### src/rtl/clk_en_gen.sv
// Clock-enable / divided-clock generator behind the PLL output: holds downstream
// reset until lock has been stable, then runs N_CH reloadable divider channels.
module clk_en_gen #(
  parameter int N_CH     = 4,
  parameter int DIV_W    = 16,
  parameter int LOCK_CYC = 256,
  parameter int DEF_DIV  = 50,
  localparam int CH_W    = (N_CH > 1) ? $clog2(N_CH) : 1
) (
  input  logic             clk,
  input  logic             rst,
  input  logic             locked,
  input  logic             div_wr,
  input  logic [CH_W-1:0]  div_ch,
  input  logic [DIV_W-1:0] div_val,
  output logic             div_ack,
  input  logic             sync_all,
  output logic             rst_out,
  output logic             ready,
  output logic [N_CH-1:0]  ce,
  output logic [N_CH-1:0]  clk_div
);

  localparam int LC_W = $clog2(LOCK_CYC);
  localparam logic [LC_W-1:0]  LC_LAST = LC_W'(LOCK_CYC - 1);
  localparam logic [DIV_W-1:0] DIV_RST = DIV_W'(DEF_DIV);

  // state       | meaning
  // S_WAIT_LOCK | PLL not (yet) locked, lock counter held at 0
  // S_COUNT     | lock seen, counting stable cycles before release
  // S_RUN       | reset released, channels running
  typedef enum logic [1:0] {S_WAIT_LOCK, S_COUNT, S_RUN} state_t;

  state_t           r_state, w_state_nxt;
  logic             r_sync1, r_sync2;
  logic [LC_W-1:0]  r_lock_cnt;
  logic             r_rst_out, r_ack, r_sync_q;
  logic [DIV_W-1:0] r_cnt [N_CH];
  logic [DIV_W-1:0] r_div [N_CH];
  logic [DIV_W-1:0] r_shadow [N_CH];
  logic [DIV_W-1:0] w_d [N_CH];
  logic [N_CH-1:0]  r_pend, r_clk_div, w_hit, w_wrap, w_ce;
  logic             w_run, w_stay;

  assign w_run  = (r_state == S_RUN);
  assign w_stay = w_run && (w_state_nxt == S_RUN);

  always_comb begin
    w_state_nxt = r_state;
    case (r_state)
      S_WAIT_LOCK: if (r_sync2) w_state_nxt = S_COUNT;
      S_COUNT: begin
        if (!r_sync2)                  w_state_nxt = S_WAIT_LOCK;
        else if (r_lock_cnt == LC_LAST) w_state_nxt = S_RUN;
      end
      S_RUN:       if (!r_sync2) w_state_nxt = S_WAIT_LOCK;
      default:     w_state_nxt = S_WAIT_LOCK;
    endcase
  end

  always_ff @(posedge clk) begin
    if (rst) begin
      r_sync1    <= 1'b0;
      r_sync2    <= 1'b0;
      r_state    <= S_WAIT_LOCK;
      r_lock_cnt <= '0;
      r_rst_out  <= 1'b1;
      r_ack      <= 1'b0;
    end else begin
      r_sync1    <= locked;
      r_sync2    <= r_sync1;
      r_state    <= w_state_nxt;
      r_lock_cnt <= (r_state == S_COUNT && w_state_nxt == S_COUNT) ?
                    r_lock_cnt + LC_W'(1) : '0;
      r_rst_out  <= (w_state_nxt != S_RUN);
      r_ack      <= div_wr;
    end
  end

  // Divisor 0 behaves as 1; r_sync_q blanks ce for the cycle right after sync_all.
  always_comb begin
    w_wrap = '0;
    w_ce   = '0;
    w_hit  = '0;
    for (int i = 0; i < N_CH; i++) begin
      w_d[i]    = (r_div[i] == '0) ? DIV_W'(1) : r_div[i];
      w_wrap[i] = (r_cnt[i] == w_d[i] - DIV_W'(1));
      w_ce[i]   = w_wrap[i] && w_run && !r_sync_q;
      w_hit[i]  = div_wr && (div_ch == CH_W'(i));
    end
  end

  always_ff @(posedge clk) begin
    if (rst) begin
      r_sync_q  <= 1'b0;
      r_pend    <= '0;
      r_clk_div <= '0;
      for (int i = 0; i < N_CH; i++) begin
        r_cnt[i]    <= '0;
        r_div[i]    <= DIV_RST;
        r_shadow[i] <= DIV_RST;
      end
    end else begin
      r_sync_q <= w_stay && sync_all;
      for (int i = 0; i < N_CH; i++) begin
        if (w_hit[i]) r_shadow[i] <= div_val;
        // Active divisor only changes at a period boundary while running.
        if (!w_run || sync_all || w_ce[i]) begin
          if (w_hit[i])       r_div[i] <= div_val;
          else if (r_pend[i]) r_div[i] <= r_shadow[i];
          r_pend[i] <= 1'b0;
        end else if (w_hit[i]) begin
          r_pend[i] <= 1'b1;
        end
        if (!w_stay || sync_all) begin
          r_cnt[i]     <= '0;
          r_clk_div[i] <= 1'b0;
        end else begin
          r_cnt[i] <= w_wrap[i] ? '0 : r_cnt[i] + DIV_W'(1);
          if (w_ce[i]) r_clk_div[i] <= ~r_clk_div[i];
        end
      end
    end
  end

  assign ce      = w_ce;
  assign clk_div = r_clk_div;
  assign rst_out = r_rst_out;
  assign ready   = ~r_rst_out;
  assign div_ack = r_ack;

endmodule

### config.mk
export PLATFORM = sky130hd
export DESIGN_NAME = clk_en_gen
export DESIGN_NICKNAME = d
export VERILOG_FILES = /design/src/rtl/clk_en_gen.sv
export SDC_FILE = /design/constraint.sdc
export NUM_CORES = 1
export LEC_CHECK = 0
export BUFFER_PORTS_ARGS = -buffer_cell sky130_fd_sc_hd__buf_2
export CAP_MARGIN = 20
export CORE_MARGIN = 1.5
export CORE_UTILIZATION = 57
export DETAILED_ROUTE_END_ITERATION = 7
export PLACE_DENSITY = 0.82
export SLEW_MARGIN = 30
export SYNTH_ARGS = -nofsm -noshare
export SYNTH_HDL_FRONTEND = slang
export SYNTH_SLANG_ARGS = --single-unit
export TNS_END_PERCENT = 10
### constraint.sdc
create_clock -name clk -period 4.4 [get_ports clk]
set_input_delay 0 -clock clk [delete_from_list [all_inputs] [get_ports clk]]
set_output_delay 0 -clock clk [all_outputs]
set_load 0.05 [all_outputs]
==> results of run 1 <==
==> power breakdown <==
part | leakage [nW] | internal [mW] | total (mW) | switching, mW
combinational | 2.62 | 0.168 | 0.392 | 0.224
clock | 0.385 | 1.17 | 1.98 | 0.809
sequential | 2.07 | 2.34 | 2.45 | 0.111
total | 5.08 | 3.68 | 4.82 | 1.14
==> registers in the layout, indices dropped and copies added (netlist names) <==
register	cells
r_state	2
r_lock_cnt	8
r_sync1	1
r_pend	4
rst_out	1
r_sync_q	1
r_shadow	64
r_sync2	1
div_ack	1
clk_div	4
r_cnt	64
r_div	64
==> per-stage QoR <==
stage | setup slack (ns) | area, um^2
CTS | 0.129 | 14100
detailed placement | 0.235 | 13000
global placement | 0.401 | 13000
finish | 0.277 | 14100
global route | 0.0186 | 14100
floorplan | 0.168 | 12500
==> final timing paths <==
check                            startpoint      endpoint  slack [ns]  cells past startpoint
worst max-delay path            r_div[0][6]  r_div[0][12]        0.28                     12
worst min-delay path               sync_all      r_sync_q        0.31                      3
worst max register to register  r_div[0][6]  r_div[0][12]        0.28                     12
worst min register to register      r_sync1       r_sync2        0.44                      1
==> cell usage in the layout (no fill, tap or decap), drive strengths merged, types with 34 or more instances in the layout <==
cell,count
edfxtp,192
nor2,106
nor3,70
xnor2,67
conb,64
xor2,63
buf,60
nand2,57
and2,55
mux2i,50
nand3,46
clkbuf,34
==> cells by family (layout without fill, tap and decap cells) <==
logic type	count (synthesis)	in the layout	share of synthesized area
DFF	215	215	0.508
buffers and inverters	68	155	0.0228
other	1	64	0.000306
adders and majority gates	9	9	0.00919
AOI/OAI and AO/OA	154	154	0.0922
and+or+nand+nor	507	507	0.228
xor gates and xnor gates	130	130	0.0930
muxes	56	56	0.0464
==> tightest hold or removal path: cells and delay by family <==
| kind | cells | cell delay (ns) |
|---|---|---|
| buffers and inverters | 2 | 0.65 |
| AND/OR/NAND/NOR | 1 | 0.13 |
==> cell type report <==
class,instances,area [um^2]
timing repair buffer,86,628
clock inverter,11,95.1
multi-input combinational,920,6010
sequential,215,6230
clock buffer,33,697
fill,1527,6930
inverter,25,93.8
tap,275,344
==> repair_timing <==
| action | CTS | global route |
|---|---|---|
| endpoints found under the setup margin | 0 | 18 |
| gates resized for setup | 0 | 5 |
| hold buffers | 25 | 0 |
| endpoints found under the hold margin | 73 | 0 |
==> routing by layer <==
layer / up-vias / global-route usage
li1: 4459 / -
met1: 4371 / 0.359
met2: 379 / 0.412
met3: 57 / 0.0351
met4: 0 / 0.0767
met5: - / 0
==> impl_metrics.yaml, run 1 <==
routing:
  vias_per_cell: 5.92
  wl_met2_um: 13100
  wl_met1_um: 12100
  routed.top_layer: "met4"
  post_drt_wl_per_cell_um: 17.9
  ant_nets: 0
  wl_um: 28000
  drt-initial-drc-count: 763
  dr_total_vias: 9266
  drc: 6
  wl_met3_um: 2100
  dr.pass1.iters: 8
floorplanning:
  design.core.area_um2: 21000
  io-pin-count: 34
  die_area_um2: 22400
  initial_core_util: 0.583
  rows: 53
  fp.dieW_um: 150
  die_y_um: 150
clocking:
  clockBufferDepth: 3
  cts_setup_buffers: 0
  clkSlewWorstSetupHoldPaths_ns: 0.06
  h-tree-depth: 1
  ctsRootBufferMaster: "clkbuf_16"
  clk_latency_ns: 0.52
  clock-sinks: 215
  cts_tree: "done"
  cts-buffers-inserted: 24
setup_path:
  cp_top_family: "simple AND/OR/NAND/NOR gates"
  cp.arrival_ns: 4.45
  required_ns: 4.73
  end_kind: "flip-flop"
  slowest_delay_ns: 0.65
  cp_max_fo: 13
  startpoint_type: "flip-flop"
  cp_slowest_cell: "or4_4"
  worstPathCellList: "nor4_4, nand3_1, nor2_1, nor2_1, ha_1, nor2b_1, nand3_1, mux2i_1, a31o_2, or4b_1, or4_4, a211oi_1"
  critical_path_class: "flip-flop to flip-flop"
  crit_buf_inv: 0
timing:
  final-max-slew-violation-count: 0
  relSlewSlack: 0.326
  tns_ns: 0
  fmax_mhz: 243
  finalHoldViolations: 0
  fin_crit_sh: 0.937
  skew_ns: 0.0173
  rsz0062_at_grt: "no"
  setup_viol: 0
  worstMarginPinSlew_ns: 1.00
  min_period_ns: 4.12
  whs_ns: 0.310
layout:
  drive_gt1_frac: 0.105
  final_nets: 1304
  post-route-util: 0.670
  num_antenna_cells: 0
  layout-area-overhead-vs-synth_pct: 15.0
  fin_cells: 1565
yosys:
  synth_top_area_cell: "edfxtp_1"
  synth_top_area_frac: 0.471
  synth-warning-count: 0
  yosysMostFrequentCell: "edfxtp_1"
  synth_commonest_cells: "192 x edfxtp_1, 106 x nor2_1, 69 x nor3_1"
  seq_area_frac_synth: 0.508
  syn_area_um2: 12200
  synth_area_leaders: "edfxtp_1 47%, xnor2_1 4.8%, xor2_1 4.5%"
  syn-mean-instance-area_um2: 10.7
  synth-edff-count: 192
  synth-async-reset-ratio: 0
  synthCells: 1140
  ys_ff_latch: 215
  synth_ff_type: "edfxtp_1"
  synth_cell_types: 76
power_and_ir_drop:
  p_leak_nw: 5.08
  p_total_mw: 4.82
  power_density_nw_per_um2: 342
  ir_worst_vdd_mv: 0.363
grt:
  grt_pass1_vias: 8925
  globalRouteTotalUtil: 0.255
  grt_max_degree: 31
  antenna_found_initial: 1
  grt_first_pass_wirelength_um: 45100
  grt-ovfl-total: 0
placed_design:
  port_buffers: 33
  place.detailed.hpwl_um: 19600
  gp_congestion: 0.911
  place_inst: 1496
run_status:
  failed_checks: "design-rule violations"
  outcome: "finished with violations"
hold_path:
  hold_class: "input port to flip-flop"
run:
  max-cap-violations: 0
Note: power is estimated with default switching activity, not from simulation.
==> run 2, diff against run 1 <==
CORE_UTILIZATION = 59   (was 57)
CTS_BUF_LIST = sky130_fd_sc_hd__clkbuf_4 sky130_fd_sc_hd__clkbuf_8   (was unset)
PLACE_DENSITY = 0.84   (was 0.82)
TNS_END_PERCENT = unset   (was 10)
==> run 2 against run 1 <==
  * The flow now finishes without violations
  * Fmax decreased by 1.2%
  * Clock power fell by 5%
  * Via count increased by 1.1%
  * Combinational power about the same
  * First-iteration DRC count is 4.6% higher
  * Register-to-register slack lost 0.05 ns
  * Total power shrank 2.1%
  * Setup slack got worse by 0.052 ns
  * Routed wire length is 2.0% higher
  * Largest cell class unchanged
  * Largest power group unchanged
==> impl_metrics.yaml, run 2 (synthesized netlist as in run 1, its figures left out) <==
layout:
  num_antenna_cells: 0
  final_nets: 1315
  largestRegisters: "r_cnt x64, r_div x64, r_shadow x64"
  stdcell_area_um2: 14000
  layout-area-overhead-vs-synth_pct: 14.7
  final_cell_mix: "192 x edfxtp_1, 103 x nor2_1, 69 x nor3_1"
  fin_cells: 1581
  drive_gt1_frac: 0.124
  mostFrequentLayoutCell: "edfxtp_1"
floorplanning:
  initial_core_util: 0.603
  die_y_um: 147
  design.core.area_um2: 20300
  die_area_um2: 21600
  rows: 52
  io-pin-count: 34
  fp.dieW_um: 147
timing:
  fin_crit_sh: 0.949
  tns_ns: 0
  finalHoldViolations: 0
  skew_ns: 0.0372
  finalWorstSetupSlack_ns: 0.225
  rsz0062_at_grt: "no"
  min_period_ns: 4.18
  final-max-slew-violation-count: 0
  setup_viol: 0
  whs_ns: 0.323
  fmax_mhz: 240
  relSlewSlack: 0.382
  worstMarginPinSlew_ns: 0.924
run_status:
  outcome: "complete, no violations"
clocking:
  clk_latency_ns: 0.54
  clock-sinks: 215
  cts_setup_buffers: 0
  cts_tree: "done"
  clkSlewWorstSetupHoldPaths_ns: 0.06
  cts-buffers-inserted: 37
  ctsRootBufferMaster: "clkbuf_8"
  h-tree-depth: 2
  clockBufferDepth: 3
setup_path:
  end_kind: "flip-flop"
  cp-startpoint: "r_div[1][4]"
  required_ns: 4.74
  startpoint_type: "flip-flop"
  cp.arrival_ns: 4.52
  cp_max_fo: 13
  r2r_start: "r_div[1][4]"
  critical_path_class: "flip-flop to flip-flop"
grt:
  antenna_found_initial: 1
  globalRouteTotalUtil: 0.268
  grt_pass1_vias: 8939
  grt-ovfl-total: 0
  grt_first_pass_wirelength_um: 46000
  grt_max_degree: 31
routing:
  drt-initial-drc-count: 798
  dr_total_vias: 9367
  dr.pass1.iters: 6
  post_drt_wl_per_cell_um: 18.1
  ant_nets: 0
  drc: 0
  wl_um: 28600
  vias_per_cell: 5.92
power_and_ir_drop:
  p_leak_nw: 5.10
  power_density_nw_per_um2: 336
  ir_worst_vdd_mv: 0.270
placed_design:
  place.detailed.hpwl_um: 19600
  port_buffers: 33
  gp_congestion: 0.907
  place_inst: 1490
  pre_cts_ws_ns: 0.318
  post_dp_cell_area_um2: 13000
hold_path:
  hold_class: "input port to flip-flop"
  worstHoldStart: "sync_all"
run:
  max-cap-violations: 0
-- run 2: changes by cell type in the layout (fill, tap and decap cells not counted), moves of 2 or more --
cell        delta
clkbuf_1       -5
clkbuf_16     -26
clkbuf_4      +15
clkbuf_8      +39
clkinv_1       +2
clkinv_4       -3
clkinvlp_4     -2
o21ai_1        -2
-- run 2: final cells by class --
type,instances,area (um^2)
Clock buffer,56,677
Clock inverter,11,86.3
Fill cell,1480,6250
Inverter,25,93.8
Multi-Input combinational cell,920,6020
Sequential cell,215,6230
Tap cell,270,338
Timing Repair Buffer,84,611
-- run 2: what timing repair did --
action / 4_1_cts / 5_1_grt
hold buffers: 24 / 0
hold endpoints to repair: 75 / 0
endpoints found under the setup margin: 0 / 2
resized for setup: 0 / 3
-- run 2: critical path: stages, from the launching register on --
cell	delay, ns
edfxtp_1	0.50
nor4_4	0.49
and3_1	0.41
a21oi_1	0.12
ha_1	0.25
nor3b_2	0.21
a311oi_1	0.23
o21ai_0	0.16
or4_1	0.65
or4_4	0.69
a211oi_1	0.27
-- run 2: per-layer routing --
| metal | wire (um) | up-vias | global-route usage |
|---|---|---|---|
| met5 | 0 | - | 0 |
| met3 | 2370 | 68 | 0.0410 |
| li1 | - | 4488 | - |
| met4 | 804 | 0 | 0.0945 |
| met1 | 12100 | 4434 | 0.376 |
| met2 | 13200 | 377 | 0.425 |
-- run 2: per-stage QoR --
step / power, mW / util
after floorplan: 2.72 / -
after global placement: 2.84 / 0.641
after detailed placement: 2.85 / 0.641
after CTS: 4.72 / 0.691
after global routing: 4.88 / 0.692
final: 4.72 / 0.692
-- run 2: final timing paths --
path / slack, ns / cells past startpoint / endpoint
setup / recovery: 0.22 / 10 / r_div[1][3]
hold / removal: 0.32 / 3 / r_sync_q
setup reg to reg: 0.22 / 10 / r_div[1][3]
hold reg to reg: 0.48 / 1 / r_sync2
-- run 2: report_power, final --
part,internal (mW),total (mW),switching [mW]
sequential,2.34,2.45,0.112
combinational,0.169,0.395,0.226
clock,1.05,1.88,0.826
total,3.56,4.72,1.16
==> run 3, diff against run 2 <==
CELL_PAD_IN_SITES_DETAIL_PLACEMENT = 1   (was unset)
CELL_PAD_IN_SITES_GLOBAL_PLACEMENT = 1   (was unset)
CORE_UTILIZATION = 47   (was 59)
PLACE_DENSITY = 0.83   (was 0.84)
==> run 3 against run 2 <==
  * Register-to-register slack lost 0.13 ns
  * Design area increased by 0.81%
  * Core utilization shrank 13 points
  * Routed wire length increased by 23%
  * Non-clock buffer count is 3 higher
  * Clock skew shrank 0.0026 ns
  * Critical path depth unchanged
  * Clock-buffer cell count decreased by 3
  * Die area up 25%
  * Hold slack got worse by 0.037 ns
  * Via count up 3.8%
  * Critical path type unchanged
  * Critical endpoint is now r_div[1][0]
==> impl_metrics.yaml, run 3 (synthesized netlist as in run 1, its figures left out) <==
setup_path:
  critical_path_class: "flip-flop to flip-flop"
  end_kind: "flip-flop"
  r2r_start: "r_div[1][4]"
  cp_top_family: "simple AND/OR/NAND/NOR gates"
  cp_max_fo: 13
  cp_slowest_cell: "or4_4"
  cp.arrival_ns: 4.64
  required_ns: 4.73
  startpoint_type: "flip-flop"
  crit_buf_inv: 0
  worstPathCellList: "nor4_4, and3_2, a21oi_1, ha_1, nor3b_4, a311oi_1, o21ai_0, or4_1, or4_4, a211oi_1"
  cp-startpoint: "r_div[1][4]"
  cp.depth: 10
  slowest_delay_ns: 0.70
  r2r_cells: 10
clocking:
  cts_tree: "done"
  clkSlewWorstSetupHoldPaths_ns: 0.08
  clock-sinks: 215
  clockBufferDepth: 3
  cts-buffers-inserted: 38
  clk_latency_ns: 0.55
  ctsRootBufferMaster: "clkbuf_8"
  h-tree-depth: 2
power_and_ir_drop:
  sequentialPowerShare: 0.514
  p_total_mw: 4.78
  combPwrFrac: 0.087
  ir_worst_vdd_mv: 0.337
  p_leak_nw: 5.10
  power.switching_mw: 1.25
  power_density_nw_per_um2: 337
  p_sw_frac: 0.262
  intPower_mw: 3.53
  p_clk_frac: 0.399
grt:
  antenna_found_initial: 0
  grt_max_degree: 31
  grt-ovfl-total: 0
  globalRouteTotalUtil: 0.268
  grt_first_pass_wirelength_um: 55500
  grt_pass1_vias: 10136
timing:
  final-max-slew-violation-count: 0
  min_period_ns: 4.31
  fin_crit_sh: 0.979
  worstMarginPinSlew_ns: 0.844
  setup_viol: 0
  relSlewSlack: 0.436
  skew_ns: 0.0347
  tns_ns: 0
  fmax_mhz: 232
  finalHoldViolations: 0
routing:
  ant_nets: 0
  vias_per_cell: 5.91
  dr.pass1.iters: 5
  post_drt_wl_per_cell_um: 21.3
  dr_total_vias: 9720
  wl_um: 35100
  drt-initial-drc-count: 738
  drc: 0
placed_design:
  gp_congestion: 0.899
  place.detailed.hpwl_um: 23000
  port_buffers: 33
hold_path:
  worstHoldStart: "sync_all"
  hold_class: "input port to flip-flop"
  holdPathStages: 3
floorplanning:
  io-pin-count: 34
  fp.dieW_um: 164
  initial_core_util: 0.482
  design.core.area_um2: 25400
  rows: 58
  die_y_um: 164
  die_area_um2: 27000
layout:
  num_antenna_cells: 0
  layout-area-overhead-vs-synth_pct: 15.6
  final_nets: 1319
  mostFrequentLayoutCell: "edfxtp_1"
  multi_input_area_um2: 6040
  final_cell_mix: "192 x edfxtp_1, 102 x nor2_1, 68 x nor3_1"
  drive_gt1_frac: 0.127
  register_area_um2: 6230
  nFillCells: 2781
  largestRegisters: "r_cnt x64, r_div x64, r_shadow x64"
run:
  max-cap-violations: 0
run_status:
  outcome: "complete, no violations"
run 3: worst paths after layout:
| kind | end | slack [ns] |
|---|---|---|
| setup / recovery | r_div[1][0] | 0.09 |
| hold / removal | r_sync_q | 0.29 |
| setup reg to reg | r_div[1][0] | 0.09 |
| hold reg to reg | r_sync2 | 0.49 |
run 3: repair_timing:
item | in CTS | in global routing
setup buffers | 0 | 2
resized for setup | 0 | 8
hold buffers | 25 | 0
hold endpoints to repair | 77 | 0
setup endpoints to repair | 0 | 34
run 3: tightest hold or removal path: stages:
cell,delay (ns)
dlygate4sd3_1,0.53
buf_2,0.14
and3_1,0.15
run 3: power by group through the flow:
stage / sequential, mW / combinational (mW) / clock (mW)
2_1_floorplan: 2.45 / 0.273 / 0
3_3_place_gp: 2.48 / 0.362 / 0
3_5_place_dp: 2.49 / 0.377 / 0
4_1_cts: 2.45 / 0.398 / 1.92
5_1_grt: 2.47 / 0.452 / 2.02
6_report: 2.46 / 0.415 / 1.91
run 3: metal layers:
metal  up-vias  share of wire  wire length, um  GRT usage
li1       4483              -                -          -
met1      4864           0.43            15000      0.338
met2       295           0.49            17300      0.465
met4         0          0.031             1100     0.0966
met5         -              0                0          0
met3        78          0.049             1740     0.0429
run 3: area by class of cell:
cell class              instances  share of cell area
multi-input cells             920               0.426
inverters                      25             0.00663
well taps                     330              0.0292
clock inverters                16             0.00751
repair buffers                 87              0.0449
clock buffers                  53              0.0458
flip-flops and latches        215               0.440
run 3: through the flow:
stage	worst slack [ns]	util	area, um^2	std cells	hold WS, ns
floorplan	0.168	-	12500	1203	0.105
global placement	0.380	0.515	13100	1550	0.226
detailed placement	0.168	0.516	13100	1550	0.239
CTS	0.0525	0.555	14100	1644	0.262
global route	-0.00307	0.558	14200	1646	0.310
finish	0.0913	0.558	14200	1646	0.286
